==> config.mk <==
export PLATFORM = sky130hd
export DESIGN_NAME = lif_neuron
export DESIGN_NICKNAME = d
export VERILOG_FILES = /design/src/rtl/snn_pkg.sv /design/src/rtl/membrane_update.sv /design/src/rtl/lif_neuron.sv
export SDC_FILE = /design/constraint.sdc
export NUM_CORES = 1
export LEC_CHECK = 0
export ABC_AREA = 1
export CAP_MARGIN = 20
export CORE_AREA = 2 2 73 82
export CTS_CLUSTER_SIZE = 24
export DETAILED_ROUTE_END_ITERATION = 6
export DIE_AREA = 0 0 75 84
export SLEW_MARGIN = 15
export SYNTH_ARGS = -nofsm -noshare
export SYNTH_HDL_FRONTEND = slang
export SYNTH_SLANG_ARGS = --single-unit
==> constraint.sdc <==
create_clock -name clk -period 9.7 [get_ports clk]
set_input_delay 1.94 -clock clk [delete_from_list [all_inputs] [get_ports clk]]
set_output_delay 1.94 -clock clk [all_outputs]
set_load 0.1 [all_outputs]
==> src/rtl/snn_pkg.sv <==
// Shared constants for the spiking-network datapath: operand widths,
// membrane saturation bounds and the neuron FSM state encoding.
package snn_pkg;

    localparam int CUR_W   = 6;
    localparam int MEM_W   = 8;

    localparam int MEM_MAX = 127;
    localparam int MEM_MIN = -128;

    localparam logic [0:0] ST_INTEGRATE  = 1'b0;
    localparam logic [0:0] ST_REFRACTORY = 1'b1;

endpackage

==> src/rtl/membrane_update.sv <==
// Combinational membrane step: shift-based leak, add the signed input
// current at one extra bit of headroom, then clamp to the signed range.
module membrane_update
    import snn_pkg::*;
#(
    parameter int MEM_W = snn_pkg::MEM_W
) (
    input  logic signed [MEM_W-1:0] v_i,
    input  logic signed [CUR_W-1:0] current_i,
    input  logic        [2:0]       k_i,
    output logic signed [MEM_W-1:0] vn_o
);

    localparam logic signed [MEM_W:0] SAT_MAX = {2'b00, {(MEM_W-1){1'b1}}};
    localparam logic signed [MEM_W:0] SAT_MIN = {2'b11, {(MEM_W-1){1'b0}}};

    logic signed [MEM_W-1:0] leak;
    logic signed [MEM_W:0]   v_ext;
    logic signed [MEM_W:0]   leak_ext;
    logic signed [MEM_W:0]   cur_ext;
    logic signed [MEM_W:0]   sum;

    // A zero shift must mean "no leak", not "leak everything".
    always_comb begin
        leak = '0;
        if (k_i != 3'd0) begin
            leak = v_i >>> k_i;
        end
    end

    assign v_ext    = v_i;
    assign leak_ext = leak;
    assign cur_ext  = current_i;
    assign sum      = v_ext - leak_ext + cur_ext;

    always_comb begin
        vn_o = sum[MEM_W-1:0];
        if (sum > SAT_MAX) begin
            vn_o = SAT_MAX[MEM_W-1:0];
        end else if (sum < SAT_MIN) begin
            vn_o = SAT_MIN[MEM_W-1:0];
        end
    end

endmodule

==> src/rtl/lif_neuron.sv <==
// Leaky integrate-and-fire neuron: integrates on enabled cycles, fires on a
// threshold crossing, then ignores input for a programmable refractory time.
module lif_neuron
    import snn_pkg::*;
#(
    parameter int MEM_W = snn_pkg::MEM_W,
    parameter int REF_W = 4
) (
    input  logic                    clk,
    input  logic                    reset,
    input  logic                    enable,
    input  logic signed [CUR_W-1:0] input_current,
    input  logic        [6:0]       threshold,
    input  logic        [2:0]       decay_shift,
    input  logic        [REF_W-1:0] refractory_period,
    input  logic                    reset_mode,
    output logic                    spike_out,
    output logic signed [MEM_W-1:0] membrane_potential,
    output logic                    refractory_active
);

    logic signed [MEM_W-1:0] v_q, v_d;
    logic        [0:0]       state_q, state_d;
    logic        [REF_W-1:0] cnt_q, cnt_d;
    logic                    spike_q, spike_d;

    logic signed [MEM_W-1:0] vn;
    logic signed [MEM_W-1:0] thr_ext;
    logic                    fire;

    membrane_update #(
        .MEM_W (MEM_W)
    ) u_membrane_update (
        .v_i       (v_q),
        .current_i (input_current),
        .k_i       (decay_shift),
        .vn_o      (vn)
    );

    assign thr_ext = $signed({{(MEM_W-7){1'b0}}, threshold});
    assign fire    = (vn >= thr_ext);

    always_comb begin
        v_d     = v_q;
        state_d = state_q;
        cnt_d   = cnt_q;
        spike_d = 1'b0;
        if (enable) begin
            if (state_q == ST_INTEGRATE) begin
                if (fire) begin
                    spike_d = 1'b1;
                    v_d     = reset_mode ? (vn - thr_ext) : '0;
                    if (refractory_period != '0) begin
                        cnt_d   = refractory_period;
                        state_d = ST_REFRACTORY;
                    end
                end else begin
                    v_d = vn;
                end
            end else begin
                // Potential is frozen; only the blind-period counter advances.
                cnt_d = cnt_q - 1'b1;
                if (cnt_q <= REF_W'(1)) begin
                    cnt_d   = '0;
                    state_d = ST_INTEGRATE;
                end
            end
        end
    end

    always_ff @(posedge clk or negedge reset) begin
        if (!reset) begin
            v_q     <= '0;
            state_q <= ST_INTEGRATE;
            cnt_q   <= '0;
            spike_q <= 1'b0;
        end else begin
            v_q     <= v_d;
            state_q <= state_d;
            cnt_q   <= cnt_d;
            spike_q <= spike_d;
        end
    end

    assign spike_out          = spike_q;
    assign membrane_potential = v_q;
    assign refractory_active  = (state_q == ST_REFRACTORY);

endmodule

=== Word level (Yosys, flattened, before mapping) ===
Cells that the tools add are included.

* $add $sub $neg: 4
* Multipliers: 0
* Divide/modulo/power cells: 0
* Order comparisons: 4
* Equality and inequality tests: 0
* Shifts and indexed selects: 1
* Muxes and demuxes: 16
* Bitwise operators: 1
* Reduce and logical (&&, ||, !) cells: 6

{| class="wikitable"
|+ Operator list
! operator !! count
|-
| $mux W8 || 5
|-
| $mux W4 || 4
|-
| $add A9 B6 Y9 || 1
|-
| $gt A9 B8 Y1 const B || 1
|-
| $lt A9 B8 Y1 const B || 1
|-
| $sub A8 B8 Y9 || 1
|-
| $ge A8 B8 Y1 || 1
|-
| $sshr A8 B3 Y8 || 1
|-
| $sub A8 B7 Y8 || 1
|-
| $mux W1 || 7
|-
| $le A4 B1 Y1 const B || 1
|-
| $reduce_bool A2 Y1 || 2
|-
| $reduce_bool A4 Y1 || 1
|-
| $sub A4 B1 Y4 const B || 1
|-
| $reduce_and A3 Y1 || 1
|-
| $reduce_bool A3 Y1 || 1
|-
| $reduce_and A2 Y1 || 1
|-
| $not A1 Y1 || 1
|}

* Register bits after elaboration: 14
* Bits in latches: 0
* Memory bits (writable): 0
* ROM bits: 0
* Output and inout bits: 10
* Word-level logic and storage cells: 36
* Memories kept: 0

=== Logic depth before layout (Yosys ltp) ===
Gate-level depths: netlist of run 1.

* Depth after elaboration: 11
* Gate-level depth with buffers: 33
* Depth with buffers taken out: 33

=== Cells and area by module ===
Synthesis of run 1 repeated with hierarchy kept, for this count alone.

* Cell total of the unflattened synthesis: 350
* Area, all modules: 2179.6 µm²

{| class="wikitable"
|+ Modules (own cells, without submodules)
! module !! times used !! cells each !! area an instance (µm²) !! sequential area each (µm²)
|-
| lif_neuron || 1 || 189 || 1222.4 || 350.3
|-
| membrane_update || 1 || 161 || 957.2 || 0.0
|}

=== Worst setup path before layout of run 1 ===
Ideal clock, no wire load.

* Kind: input-to-reg
* Start: input port decay_shift[0]
* End: register v_q[5], in the netlist membrane_potential[5]
* Arrival time: 5616 ps
* Path slack: 3961 ps
* Stages on the path: 28
* Buffers on the path: 2
* Cell sequence: buf_2 -> o21ai_0 -> nand2_1 -> a32o_1 -> fa_1 -> inv_1 -> fa_1 -> nand2_1 -> nand2_1 -> nand3_2 -> nand2_2 -> nand2_4 -> nand2_8 -> nand3_4 -> nand2_1 -> nand2_1 -> ha_1 -> inv_1 -> fa_1 -> nand2_1 -> nand3_2 -> nand2_2 -> nand3_4 -> nand2_2 -> buf_6 -> nor2_2 -> nor2_1 -> a21oi_2

* Word-level cells in the longest chain between the ends: 10
* Elaborated cells between the ends (all ways): 13

{| class="wikitable"
|+ Ends and longest elaborated chain
! element !! line !! source
|-
| start, declared || lif_neuron.sv:14 || <nowiki>input logic [2:0] decay_shift,</nowiki>
|-
| $sshr A8 B3 Y8 / $reduce_bool A3 Y1 (equally long branches) || membrane_update.sv:27, membrane_update.sv:26 ||
|-
| $mux W8 * || membrane_update.sv:26 || <nowiki>if (k_i != 3'd0) begin</nowiki>
|-
| $sub A8 B8 Y9 * || membrane_update.sv:34 || <nowiki>assign sum = v_ext - leak_ext + cur_ext;</nowiki>
|-
| $add A9 B6 Y9 * || membrane_update.sv:34 ||
|-
| $lt A9 B8 Y1 || membrane_update.sv:40 || <nowiki>end else if (sum < SAT_MIN) begin</nowiki>
|-
| $mux W8 || membrane_update.sv:40 ||
|-
| $mux W8 * || membrane_update.sv:38 || <nowiki>if (sum > SAT_MAX) begin</nowiki>
|-
| $sub A8 B7 Y8 || lif_neuron.sv:52 || <nowiki>v_d = reset_mode ? (vn - thr_ext) : '0;</nowiki>
|-
| $mux W8 || lif_neuron.sv:52 ||
|-
| $mux W8 * || lif_neuron.sv:50 || <nowiki>if (fire) begin</nowiki>
|-
| end signal, assigned || lif_neuron.sv:78 || <nowiki>v_q <= v_d;</nowiki>
|-
| end, declared || lif_neuron.sv:22 || <nowiki>logic signed [MEM_W-1:0] v_q, v_d;</nowiki>
|}

Mark *: on every way between the ends. The rest lies on a longest branch, timed or not.
A chain may end at the register's enable or synchronous reset.

=== Final worst setup path of run 1 ===
* Start: input port decay_shift[0]
* End: register v_q[7], in the netlist membrane_potential[7]

Same word-level chain as after synthesis.

==> flow_summary_export.csv, run 1 <==
group,metric,value,unit
timing,finalSetupViolCount,0,
outcome,outcome,"finished, final reports clean",
die,die_area,6300,um^2
detailed_routing,routed_wl,5100,um
timing,hold_violations,0,
clock_network,cts_made_buffers,3,
clock_network,cts.sinks,14,
clock_network,cts_tree,"done",
clock_network,post_cts_buffers,0,
synth,yosys.area_share.xor_xnor,3.30,%
setup_path,reg2reg_depth,28,
finish,n_fill_cell,578,
finish,n_antenna_cell,0,
setup_path,worstSetupEndpointType,"flip-flop",
timing,whs,522,ps
timing,setup_ws,3120,ps
finish,drive_gt1_share,7.87,%
synth,netlist_area,2120,um^2
clock_network,post_cts_resized,0,
finish,nets,408,
detailed_routing,drc,0,
setup_path,slowest_stage,"clkdlybuf4s50_1",
clock_network,clk_latency,250,ps
detailed_routing,first_pass_iters,4,
placed_design,pre_cts_ws,2870,ps
detailed_routing,viasPerCell,4.82,
synth,synth_cell_types,35,
timing,rsz0062_at_grt,"false",
synth,synth-main-ff-cell,"dfrtp_1",
min_path,whs_path_depth,2,
setup_path,rr_endpoint,"membrane_potential[7]",
die,coreArea,5550,um^2
setup_path,worstPathArrival,6740,ps
min_path,hold_start,"cnt_q[1]",
timing,tightest_slew,980,ps
synth,synthesis.nets,374,
synth,synth_top_family_by_area,"simple AND/OR/NAND/NOR gates",
global_routing,grt_max_degree,15,
synth,yosys.area.top_type,"dfrtp_1",
synth,synth_compound_area_share,11.4,%
detailed_routing,drt-initial-drc-count,71,
global_routing,grt_pass1_vias,2032,
timing,clock.fmax,0.152,GHz
timing,fin_skew,3.69,ps
synth,synthAdderAreaFrac,19.1,%
global_routing,antenna_found_initial,0,
global_routing,globalRouteOverflowTotal,0,
timing,setup_tns,0,ps
timing,fin_crit_sh,67.8,%
synth,ys_seq_elements,14,
detailed_routing,vias,2087,
synth,synth_edf_count,0,
clock_network,cts_root_buffer,"clkbuf_8",
setup_path,cp-start-kind,"input port",
die,initial_core_util,38.2,%
timing,finalMaxSlewViolations,0,
setup_path,cp_common_cell,"nand2_1",
synth,syn_area_per_cell,6.57,um^2
detailed_routing,antenna_left,0,
min_path,min_path_type,"flip-flop to flip-flop",
timing,min_period,6580,ps
setup_path,r2r_start,"membrane_potential[6]",
setup_path,cpPeakStageDelay,730,ps
timing,relSlewSlack,34.5,%
synth,netlist_instances,323,
min_path,min_to,"cnt_q[1]",
global_routing,grt_usage,17.3,%
synth,synth_area_leaders,"dfrtp_1 (16%), nand2_1 (15%), inv_1 (11%)",
global_routing,grt_pass1_wl,8850,um
die,die_w,75,um
detailed_routing,routedWlPerCell,11.8,um
placed_design,dp_hpwl,4340,um
die,die_h,84,um
synth,ys_seq_area_share,16.5,%
clock_network,clk_pin_slew,60,ps
clock_network,htreeDepth,1,
synth,yosysWarnings,0,
die,fp-row-count,29,
setup_path,crit_type,"input port to flip-flop",
clock_network,cts_hold_buf,0,
finish,area_growth,21.6,%
synth,synth-simple-area-share,36.7,%
setup_path,cp.required,9870,ps
setup_path,reg2reg_slack,5120,ps
synth,ys_async_sr_fraction,100,%
synth,post_synth_mux_area_share,0.471,%
placed_design,port_buffers,33,
synth,yosysTopAreaCellShare,16.5,%
clock_network,clockBufferDepth,2,
die,ios,34,
setup_path,critical_path.max_fanout,14,
placed_design,place_congestion,0.856,
job,cap_viol_max_count,0,
cell families (layout without fill, tap and decap cells):
group	count (synthesis)	in the layout
AND/OR/NAND/NOR	163	163
XOR/XNOR	8	8
flip-flops	14	14
buffers and inverters	69	102
AO/OA/AOI/OAI	41	41
multiplexers	1	1
adder cells (fa/ha/maj)	27	27
through the flow:
step / cells / util (%) / area, um^2
floorplan: 323 / - / 2120
global placement: 429 / 45.5 / 2530
detailed placement: 429 / 45.5 / 2530
CTS: 433 / 46.5 / 2580
global route: 433 / 46.5 / 2580
finish: 433 / 46.5 / 2580
Yosys cell counts (2+ instances only):
| cell type | count |
|---|---|
| nand2_1 | 84 |
| inv_1 | 64 |
| nor2_1 | 25 |
| nand3_1 | 21 |
| ha_1 | 18 |
| a21oi_1 | 15 |
| dfrtp_1 | 14 |
| o21ai_0 | 13 |
| fa_1 | 9 |
| nand2_2 | 8 |
| xnor2_1 | 6 |
| nand4_1 | 4 |
| nor2_2 | 4 |
| a21oi_2 | 3 |
| nand3_2 | 3 |
| nor3_1 | 3 |
| o211ai_1 | 3 |
| a32o_1 | 2 |
| clkbuf_1 | 2 |
| nand2_4 | 2 |
| nand3_4 | 2 |
| nand3b_1 | 2 |
| o22ai_1 | 2 |
| or2_1 | 2 |
| xor2_1 | 2 |
routing by layer:
| layer | global-route usage (%) | routed length [um] | vias to the layer above |
|---|---|---|---|
| met5 | 0 | 0 | - |
| met3 | 0.362 | 180 | 4 |
| met1 | 23.6 | 2310 | 942 |
| li1 | - | - | 1084 |
| met2 | 30.2 | 2580 | 57 |
| met4 | 3.08 | 26 | 0 |
registers in the layout, summed over array words and instances (netlist names):
| register | cells |
|---|---|
| refractory_active | 1 |
| spike_out | 1 |
| membrane_potential | 8 |
| cnt_q | 4 |
final cells by class:
cell class,instances,area [um^2],area share (%)
clock buffer,4,55.1,2.13
sequential,14,350,13.6
timing repair buffer,33,330,12.8
tap,77,96.3,3.73
multi-input combinational,240,1510,58.3
inverter,65,244,9.45
worst max-delay path: cells and delay by family:
family / cells / cell delay [ps]
buffers and inverters: 3 / 880
AND/OR/NAND/NOR: 14 / 1400
multiplexers: 1 / 260
AO/OA/AOI/OAI: 4 / 720
adder cells (fa/ha/maj): 4 / 1530
cells in the final DEF, fill, tap and decap left out:
master and n:
nand2_4 2, nor3b_1 1, o21ai_1 1, mux2i_1 1, inv_1 64, clkbuf_8 4
nand3b_1 2, nor2_1 25, nor2_2 4, clkdlybuf4s50_1 33, xor2_1 2, a32o_1 2
nand3_2 3, o22ai_1 2, nand2_8 1, a21oi_1 15, nand2_1 84, o21ai_0 13
o21a_1 1, o211ai_1 3, nand3_4 2, fa_1 9, o21bai_1 1, dfrtp_1 14
nor3_1 3, nand2_2 8, ha_1 18, inv_2 1, xnor2_1 6, nand4_1 4
a21oi_2 3, nand3_1 21, and2_1 1, or2_1 2
how the worst max path moves through the flow:
stage               cells after the start               endpoint  slack [ps]           start
floorplan                              28  membrane_potential[5]        3960  decay_shift[0]
global placement                       26  membrane_potential[7]        2990  decay_shift[0]
detailed placement                     26  membrane_potential[7]        2870  decay_shift[0]
CTS                                    26  membrane_potential[7]        3130  decay_shift[0]
global route                           26  membrane_potential[7]        2730  decay_shift[0]
finish                                 26  membrane_potential[7]        3120  decay_shift[0]
Power of run 1 is left out: the tool's default activity adds up to more than one toggle a clock period on the data nets, which glitch-free logic cannot reach.
==> inputs of run 2 (changes only) <==
==> constraint.sdc (replaced) <==
create_clock -name clk -period 6.5 [get_ports clk]
set_input_delay 1.3 -clock clk [delete_from_list [all_inputs] [get_ports clk]]
set_output_delay 1.3 -clock clk [all_outputs]
set_load 0.1 [all_outputs]
==> flow_summary_export.csv, run 2 (same netlist as run 1, synthesis figures left out) <==
group,metric,value,unit
outcome,outcome,"finished, final reports clean",
setup_path,critPathBufInv,3,
placed_design,placed_area,2530,um^2
clock_network,post_cts_resized,0,
detailed_routing,routedWlPerCell,11.6,um
placed_design,dp_hpwl,4390,um
timing,hold_violations,0,
finish,drive_gt1_share,7.87,%
global_routing,grt_pass1_vias,2020,
placed_design,dp_cells,429,
timing,setup_tns,0,ps
min_path,min_to,"cnt_q[1]",
placed_design,port_buffers,33,
clock_network,htreeDepth,1,
clock_network,clk_latency,240,ps
setup_path,r2r_start,"membrane_potential[4]",
die,die_w,75,um
setup_path,critPathTopFamily,"adder cells",
global_routing,grt_usage,17.0,%
detailed_routing,routed_wl,5020,um
clock_network,cts_hold_buf,0,
placed_design,place_congestion,0.855,
setup_path,crit_type,"input port to flip-flop",
setup_path,worstSetupEndpointType,"flip-flop",
clock_network,cts_tree,"done",
finish,area_growth,21.6,%
setup_path,rr_endpoint,"membrane_potential[7]",
setup_path,cp-start-kind,"input port",
detailed_routing,drc,0,
timing,setup_ws,543,ps
clock_network,post_cts_buffers,0,
setup_path,cp.required,6660,ps
setup_path,slowest_stage,"clkdlybuf4s50_1",
setup_path,critical_path.max_fanout,14,
setup_path,cpPeakStageDelay,730,ps
finish,mostFrequentLayoutCell,"nand2_1",
global_routing,grt.busiest_layer,"met2",
min_path,min_path_type,"flip-flop to flip-flop",
timing,relSlewSlack,34.2,%
global_routing,gr-usage-met3,0,%
timing,fin_skew,2.34,ps
global_routing,grt_pass1_wl,8690,um
clock_network,cts_made_buffers,3,
job,cap_viol_max_count,0,
die,die_h,84,um
timing,finalMaxSlewViolations,0,
finish,fin_cells,433,
detailed_routing,antenna_left,0,
timing,finalSetupViolCount,0,
setup_path,reg2reg_depth,27,
clock_network,cts_root_buffer,"clkbuf_8",
global_routing,antenna_found_initial,0,
detailed_routing,viasPerCell,4.69,
detailed_routing,drt-initial-drc-count,61,
die,initial_core_util,38.2,%
clock_network,cts.sinks,14,
detailed_routing,vias,2031,
finish,fin_area,2580,um^2
timing,tightest_slew,984,ps
finish,largest_reg_flops,8,
die,ios,34,
clock_network,clk_pin_slew,60,ps
clock_network,clockBufferDepth,2,
setup_path,worstPathArrival,6110,ps
global_routing,grt_max_degree,15,
timing,fin_crit_sh,91.6,%
die,die_area,6300,um^2
min_path,whs_path_depth,2,
die,coreArea,5550,um^2
setup_path,cp_common_cell,"nand2_1",
placed_design,pre_cts_ws,291,ps
detailed_routing,first_pass_iters,4,
die,fp-row-count,29,
finish,n_antenna_cell,0,
global_routing,met1_usage,22.8,%
global_routing,grtUsageMet2,30.1,%
timing,clock.fmax,0.168,GHz
timing,min_period,5960,ps
finish,nets,408,
min_path,hold_start,"cnt_q[1]",
finish,final_cell_mix,"nand2_1 (84), inv_1 (64), clkdlybuf4s50_1 (33), nor2_1 (25), nand3_1 (21)",
global_routing,globalRouteOverflowTotal,0,
setup_path,reg2reg_slack,1890,ps
timing,rsz0062_at_grt,"false",
[run 2: worst max-delay path by stage]
stage	to	cells after the start	from
6_report	membrane_potential[7]	26	decay_shift[0]
5_1_grt	membrane_potential[7]	26	decay_shift[0]
4_1_cts	membrane_potential[7]	26	decay_shift[0]
3_5_place_dp	membrane_potential[7]	26	decay_shift[0]
3_3_place_gp	membrane_potential[7]	26	decay_shift[0]
2_1_floorplan	membrane_potential[5]	28	decay_shift[0]
[run 2: worst reg2reg max path, delay by kind of cell (launching register included)]
family                   cells  cell delay (ps)
AND/OR/NAND/NOR             16             1550
adder cells (fa/ha/maj)      4             1530
AO/OA/AOI/OAI                4              740
flip-flops                   1              400
buffers and inverters        3              290
[run 2: layout make-up]
class,instances,area [um^2]
Tap cell,77,96.3
Clock buffer,4,55.1
Multi-Input combinational cell,240,1510
Fill cell,587,2970
Sequential cell,14,350
Inverter,65,244
Timing Repair Buffer,33,330
[run 2: metrics by stage]
| stage | utilization (%) | hold slack (ps) |
|---|---|---|
| 2_1_floorplan | - | 465 |
| 3_3_place_gp | 45.5 | 518 |
| 3_5_place_dp | 45.5 | 507 |
| 4_1_cts | 46.5 | 524 |
| 5_1_grt | 46.5 | 598 |
| 6_report | 46.5 | 529 |
[run 2: routing by layer]
layer | wire length, um | vias to the layer above
li1 | - | 1082
met4 | 51 | 0
met5 | 0 | -
met3 | 123 | 6
met1 | 2310 | 895
met2 | 2540 | 48
Power of run 2 is left out for the same reason.
==> inputs of run 3 (changes only) <==
--- a/config.mk
+++ b/config.mk
@@ -6,11 +6,11 @@
 export NUM_CORES = 1
 export LEC_CHECK = 0
 export ABC_AREA = 1
-export CAP_MARGIN = 20
-export CORE_AREA = 2 2 73 82
+export CORE_AREA = 2 2 63 71
 export CTS_CLUSTER_SIZE = 24
 export DETAILED_ROUTE_END_ITERATION = 6
-export DIE_AREA = 0 0 75 84
+export DIE_AREA = 0 0 65 73
+export PLACE_DENSITY = 0.79
 export SLEW_MARGIN = 15
 export SYNTH_ARGS = -nofsm -noshare
 export SYNTH_HDL_FRONTEND = slang
==> flow_summary_export.csv, run 3 (same netlist as run 1, synthesis figures left out) <==
group,metric,value,unit
outcome,outcome,"finished, final reports clean",
finish,largest_reg_flops,8,
setup_path,cp.required,6660,ps
die,die_w,65,um
timing,fin_skew,1.10,ps
clock_network,post_cts_resized,0,
timing,min_period,5790,ps
timing,hold_violations,0,
global_routing,grt_pass1_vias,1872,
setup_path,crit_type,"input port to flip-flop",
clock_network,clk_latency,240,ps
placed_design,dp_hpwl,3990,um
detailed_routing,routedWlPerCell,11.6,um
clock_network,cts_tree,"done",
timing,relSlewSlack,35.3,%
finish,mostFrequentLayoutCell,"nand2_1",
timing,tightest_slew,968,ps
global_routing,grt_pass1_wl,7930,um
clock_network,clockBufferDepth,2,
placed_design,pre_cts_ws,496,ps
clock_network,clk_pin_slew,60,ps
detailed_routing,vias,2087,
setup_path,worstPathArrival,5950,ps
detailed_routing,drt-initial-drc-count,124,
clock_network,post_cts_buffers,0,
finish,nets,408,
die,die_h,73,um
placed_design,port_buffers,33,
die,initial_core_util,51.8,%
finish,drive_gt1_share,7.87,%
timing,fin_crit_sh,89.1,%
die,coreArea,4100,um^2
detailed_routing,first_pass_iters,4,
timing,whs,534,ps
die,die_area,4750,um^2
detailed_routing,drc,0,
die,fp-row-count,25,
timing,rsz0062_at_grt,"false",
clock_network,cts_made_buffers,3,
clock_network,htreeDepth,1,
finish,final_cell_mix,"nand2_1 (84), inv_1 (64), clkdlybuf4s50_1 (33), nor2_1 (25), nand3_1 (21)",
timing,setup_ws,707,ps
clock_network,cts_root_buffer,"clkbuf_8",
global_routing,globalRouteOverflowTotal,0,
timing,finalSetupViolCount,0,
timing,clock.fmax,0.173,GHz
min_path,min_path_type,"flip-flop to flip-flop",
setup_path,critical_path.max_fanout,14,
global_routing,grt_max_degree,15,
clock_network,cts_hold_buf,0,
setup_path,reg2reg_depth,26,
global_routing,antenna_found_initial,0,
timing,finalMaxSlewViolations,0,
setup_path,worstSetupEndpointType,"flip-flop",
detailed_routing,routed_wl,4750,um
die,ios,34,
detailed_routing,antenna_left,0,
setup_path,cp-start-kind,"input port",
finish,area_growth,20.2,%
placed_design,place_congestion,0.806,
finish,n_fill_cell,382,
timing,setup_tns,0,ps
job,cap_viol_max_count,0,
finish,n_antenna_cell,0,
clock_network,cts.sinks,14,
detailed_routing,viasPerCell,5.09,
global_routing,grt_usage,21.1,%
min_path,whs_path_depth,2,
-- run 3: layout make-up --
| type | count | area, um^2 | share of cell area, % |
|---|---|---|---|
| Inverter | 65 | 244 | 9.56 |
| Multi-Input combinational cell | 240 | 1510 | 59.0 |
| Sequential cell | 14 | 350 | 13.7 |
| Timing Repair Buffer | 33 | 330 | 12.9 |
| Tap cell | 54 | 67.6 | 2.65 |
| Clock buffer | 4 | 55.1 | 2.16 |
-- run 3: path summary, 6_finish.rpt --
kind                                        from  slack (ps)                    end
max                               decay_shift[0]         710  membrane_potential[7]
min                                     cnt_q[1]         530               cnt_q[1]
max reg2reg                membrane_potential[7]        2010  membrane_potential[7]
min reg2reg                             cnt_q[1]         530               cnt_q[1]
max in group asynchronous                  reset        4660               cnt_q[3]
min in group asynchronous                  reset        1440  membrane_potential[1]
-- run 3: worst max-delay path, cell delays in order --
cell	delay (ps)
clkdlybuf4s50_1	730
nor2_1	90
nor2_1	400
a21oi_1	190
fa_1	460
ha_1	380
nand2_1	90
nand2_1	80
a21oi_2	200
nand3_2	140
nand2_8	130
inv_2	60
nand2_4	90
inv_1	60
a21oi_1	180
ha_1	320
nand2_1	120
nor2_2	50
nand2_1	80
nand3_2	70
nand2_2	100
nand3_4	110
nand2_2	190
o21ai_0	100
o21ai_0	210
-- run 3: through the flow --
step | utilization [%] | cells | instance area [um^2]
2_1_floorplan | - | 323 | 2120
3_3_place_gp | 60.9 | 406 | 2500
3_5_place_dp | 60.9 | 406 | 2500
4_1_cts | 62.3 | 410 | 2550
5_1_grt | 62.3 | 410 | 2550
6_report | 62.3 | 410 | 2550
-- run 3: metal layers --
layer,vias to the layer above,track usage [%],wire length (um)
met5,-,0,0
met4,0,4.02,73
met3,9,3.09,194
met2,57,38.8,2440
met1,938,26.3,2040
li1,1083,-,-
Power of run 3 is left out for the same reason.
==> patch 1: new RTL, flow settings as in run 3 <==
`MEM_W`: 8 -> 10.
--- a/src/rtl/snn_pkg.sv
+++ b/src/rtl/snn_pkg.sv
@@ -3,7 +3,7 @@
 package snn_pkg;
 
     localparam int CUR_W   = 6;
-    localparam int MEM_W   = 8;
+    localparam int MEM_W   = 10;
 
     localparam int MEM_MAX = 127;
     localparam int MEM_MIN = -128;
Interface: changed (resized membrane_potential); port bits go from 34 to 36. No check against the original RTL was run, so the function may have changed too.
==> patch 1 against run 3 <==
Setup slack lost 0.47 ns. Largest cell class unchanged. Sequential cell count grew 2. Area after synthesis grew 21%. Routed wire length grew 37%. Final area grew 27%. Hold slack lost 0.014 ns.
Power is left out: the tool's default activity adds up to more than one toggle a clock period on the data nets, which glitch-free logic cannot reach.
==> patch 1: results (changes against run 3) <==
| Metric | Value |
|---|---|
| Outcome | finished, final reports clean (unchanged) |
| Vias per Instance | 5.393 (was 5.090) |
| Fillers | 323 (was 382) |
| CP Data Arrival Time | 6.39 ns (was 5.95 ns) |
| Placer Congestion | 0.8640 (was 0.8060) |
| Top-area cell type share of the netlist area | 0.1559 (was 0.1650) |
| Final #Nets | 494 (was 408) |
| Slowest CP cell | fa_1 (was clkdlybuf4s50_1) |
| Initial drt markers | 154 (was 124) |
| Post-synthesis cell type count | 39 (was 35) |
| IO buf count | 35 (was 33) |
| Reg-to-reg startpoint | membrane_potential[5] (was membrane_potential[7]) |
| Largest register FFs | 10 (was 8) |
| Top cells by area, synth | dfrtp_1 16%, nand2_1 15%, ha_1 9.7% (was dfrtp_1 16%, nand2_1 15%, inv_1 11%) |
| Final WL | 6523 microns (was 4745 microns) |
| Clock buffer depth | 2 (unchanged) |
| Slowest Stage Delay on Critical Path | 0.58 ns (was 0.73 ns) |
| R2R Setup Slk | 1.34 ns (was 2.01 ns) |
| Top cells by count, synth | 102 x nand2_1, 66 x inv_1, 28 x o21ai_0 (was 84 x nand2_1, 64 x inv_1, 25 x nor2_1) |
| Crit-path leading delay family | adder cells (was simple AND/OR/NAND/NOR gates) |
| Largest net degree at the start of global routing | 17 (was 15) |
| Syn_nets | 442 (was 374) |
| Tot GR Track Use | 0.2728 (was 0.2114) |
| Seq/Total Area, Yosys | 0.1559 (was 0.1650) |
| First-pass GRT wire length | 10250 microns (was 7928 microns) |
| Maximum fanout along the worst path | 8 (was 14) |
| Clock skew | 0.001082 ns (was 0.001102 ns) |
| DRT Pass-1 Iters | 4 (unchanged) |
| Initial antenna violation count | 0 (unchanged) |
| Post-route clock period utilization | 0.9631 (was 0.8912) |
| Dpl hpwl | 5226 microns (was 3988 microns) |
| Ratio of cells with drive above 1 in the final layout | 0.1602 (was 0.07865) |
| Worst-Margin Slew | 0.9722 ns (was 0.9680 ns) |
==> patch 1: worst reg2reg max path, delay by kind of cell, from the launching register on <==
family,cells,cell delay (ns)
AO/OA/AOI/OAI,6,0.87
adder cells (fa/ha/maj),5,1.44
buffers and inverters,8,0.89
flip-flops,1,0.38
AND/OR/NAND/NOR,18,1.49
==> patch 1: logic make-up after synthesis <==
logic type	count (synthesis)	synth area share
fa+ha+maj	31	0.1831
xor+xnor	11	0.03751
buf+inv	72	0.1067
simple gates	188	0.3605
flops	16	0.1559
mux	2	0.007794
compound gates	67	0.1486
==> patch 1: routing by layer <==
metal / share of wire / track usage
met1: 0.42 / 0.3140
met2: 0.53 / 0.5326
met3: 0.032 / 0.02160
met4: 0.019 / 0.07801
met5: 0 / 0
==> patch 1: area by class of cell <==
cell class | instances | share of cell area
multi-input cells | 299 | 0.6147
repair buffers | 52 | 0.1493
flip-flops and latches | 16 | 0.1232
inverters | 67 | 0.07929
well taps | 54 | 0.02079
clock buffers | 3 | 0.01270
==> patch 1: repair_timing <==
item                                    4_1_cts  5_1_grt
endpoints found under the hold margin         0        0
endpoints found under the setup margin        0       16
resized for setup                             0       38
setup buffers                                 0        3
==> patch 1: through the flow <==
| step | instance area, sq um | TNS [ns] | instances | hold slack (ns) | util |
|---|---|---|---|---|---|
| after global routing | 3251 | -0.3819 | 491 | 0.5720 | 0.7933 |
| final | 3251 | 0 | 491 | 0.5199 | 0.7933 |
| after floorplan | 2569 | 0 | 387 | 0.4721 | - |
| after detailed placement | 3064 | -0.5777 | 484 | 0.5095 | 0.7478 |
| after CTS | 3105 | 0 | 487 | 0.5230 | 0.7579 |
| after global placement | 3064 | -0.01476 | 484 | 0.5093 | 0.7478 |
==> patch 2: new RTL, flow settings as in run 3 <==
Without the edit above. Remove the register `spike_q`: a continuous assignment takes its place, so the output `spike_out` follows one clock earlier.
--- a/src/rtl/lif_neuron.sv
+++ b/src/rtl/lif_neuron.sv
@@ -73,14 +73,14 @@
             v_q     <= '0;
             state_q <= ST_INTEGRATE;
             cnt_q   <= '0;
-            spike_q <= 1'b0;
         end else begin
             v_q     <= v_d;
             state_q <= state_d;
             cnt_q   <= cnt_d;
-            spike_q <= spike_d;
         end
     end
+
+    assign spike_q = spike_d;
 
     assign spike_out          = spike_q;
     assign membrane_potential = v_q;
Formal check against the unedited RTL: not equivalent (a bounded check fails within 4 cycles, from zero or initial values and one cycle with reset low).
==> patch 2 against run 3 <==
Routed wire length up 11%. Setup slack worse by 0.50 ns. Critical path depth up 1. Sequential cell count down 1. Area after synthesis down 2.1%. Final area up 16%. First-iteration DRC count up 31%.
Power is not shown: default switching activity piles up to over one toggle a cycle in this logic, so the estimate is an artifact.
==> patch 2: results (changes against run 3) <==
| Metric | Value |
|---|---|
| Initial drt markers | 163 (was 124) |
| Top cells by count, synth | 86 x nand2_1, 56 x inv_1, 25 x nor2_1 (was 84 x nand2_1, 64 x inv_1, 25 x nor2_1) |
| Final #Nets | 428 (was 408) |
| Top cells by area, synth | dfrtp_1 16%, nand2_1 16%, ha_1 11% (was dfrtp_1 16%, nand2_1 15%, inv_1 11%) |
| Worst-Margin Slew | 0.9721 ns (was 0.9680 ns) |
| Worst Setup SP | decay_shift[1] (was decay_shift[0]) |
| Post-synthesis cell type count | 37 (was 35) |
| Register-to-Register Path Depth | 31 (was 26) |
| Ratio of cells with drive above 1 in the final layout | 0.2660 (was 0.07865) |
| DRT Pass-1 Iters | 4 (unchanged) |
| R2R Setup Slk | 2.17 ns (was 2.01 ns) |
| Reg-to-reg startpoint | membrane_potential[6] (was membrane_potential[7]) |
| Min-Delay Endpoint | cnt_q[1] (unchanged) |
| CP Capture Point | spike_out (was membrane_potential[7]) |
| Clk root buf | clkbuf_8 (unchanged) |
| Vias per Instance | 4.940 (was 5.090) |
| Dpl hpwl | 4212 microns (was 3988 microns) |
| Seq/Total Area, Yosys | 0.1565 (was 0.1650) |
| First-pass GRT wire length | 8604 microns (was 7928 microns) |
| Outcome | finished, final reports clean (unchanged) |
| Final setup margin | 0.2102 ns (was 0.7073 ns) |
| Tot GR Track Use | 0.2276 (was 0.2114) |
| Final WL | 5289 microns (was 4745 microns) |
| CP Data Arrival Time | 4.99 ns (was 5.95 ns) |
| Maximum fanout along the worst path | 8 (was 14) |
| Slowest CP cell | fa_1 (was clkdlybuf4s50_1) |
| Clock skew | 0.004338 ns (was 0.001102 ns) |
| Pre-CTS setup slack | -0.2803 ns (was 0.4961 ns) |
| Hold Path Cell Cnt | 2 (unchanged) |
| Fillers | 314 (was 382) |
| Largest net degree at the start of global routing | 14 (was 15) |
| Syn_nets | 355 (was 374) |
| Vias in the first global route | 2066 (was 1872) |
patch 2: changes by cell type after synthesis, sizes merged, moves of 2 or more:
cell and change:
nand3 -13, inv -6, a21oi -5, nand2 +5
xnor2 +3, nor3 -2, o22ai +2, xor2 +2
patch 2: cell families after synthesis:
kind of cell,Yosys count,share of synthesized area
xor+xnor,13,0.05479
simple gates,149,0.3456
compound gates,40,0.1252
fa+ha+maj,27,0.1951
buf+inv,62,0.1228
flops,13,0.1565
patch 2: metrics by stage:
stage           TNS, ns  hold slack (ns)  cell area [sq um]  cells  utilization
2_1_floorplan         0           0.4634               2083    304            -
3_3_place_gp    -0.2559           0.4976               2713    422       0.6620
3_5_place_dp    -0.2803           0.5055               2713    422       0.6620
4_1_cts               0           0.5144               2804    428       0.6843
5_1_grt        -0.04360           0.5658               2949    430       0.7197
6_report              0           0.5210               2949    430       0.7197
patch 2: area by class of cell:
class	count	area share
Multi-Input combinational cell	229	0.5626
Timing Repair Buffer	71	0.2134
Sequential cell	13	0.1103
Inverter	59	0.07510
Tap cell	54	0.02291
Clock buffer	3	0.01400
Clock inverter	1	0.001697
patch 2: routing by layer:
| layer | up-vias | wire, microns | global-route usage |
|---|---|---|---|
| li1 | 1094 | - | - |
| met3 | 15 | 202 | 0.02623 |
| met4 | 0 | 106 | 0.07565 |
| met2 | 66 | 2642 | 0.3986 |
| met5 | - | 0 | 0 |
| met1 | 949 | 2337 | 0.2908 |
patch 2: timing repair:
| item | in CTS | in global routing |
|---|---|---|
| setup buffers | 1 | 2 |
| resized for setup | 15 | 29 |
| pin swaps | 4 | 14 |
| cloned | 1 | 0 |
| endpoints found under the setup margin | 1 | 1 |
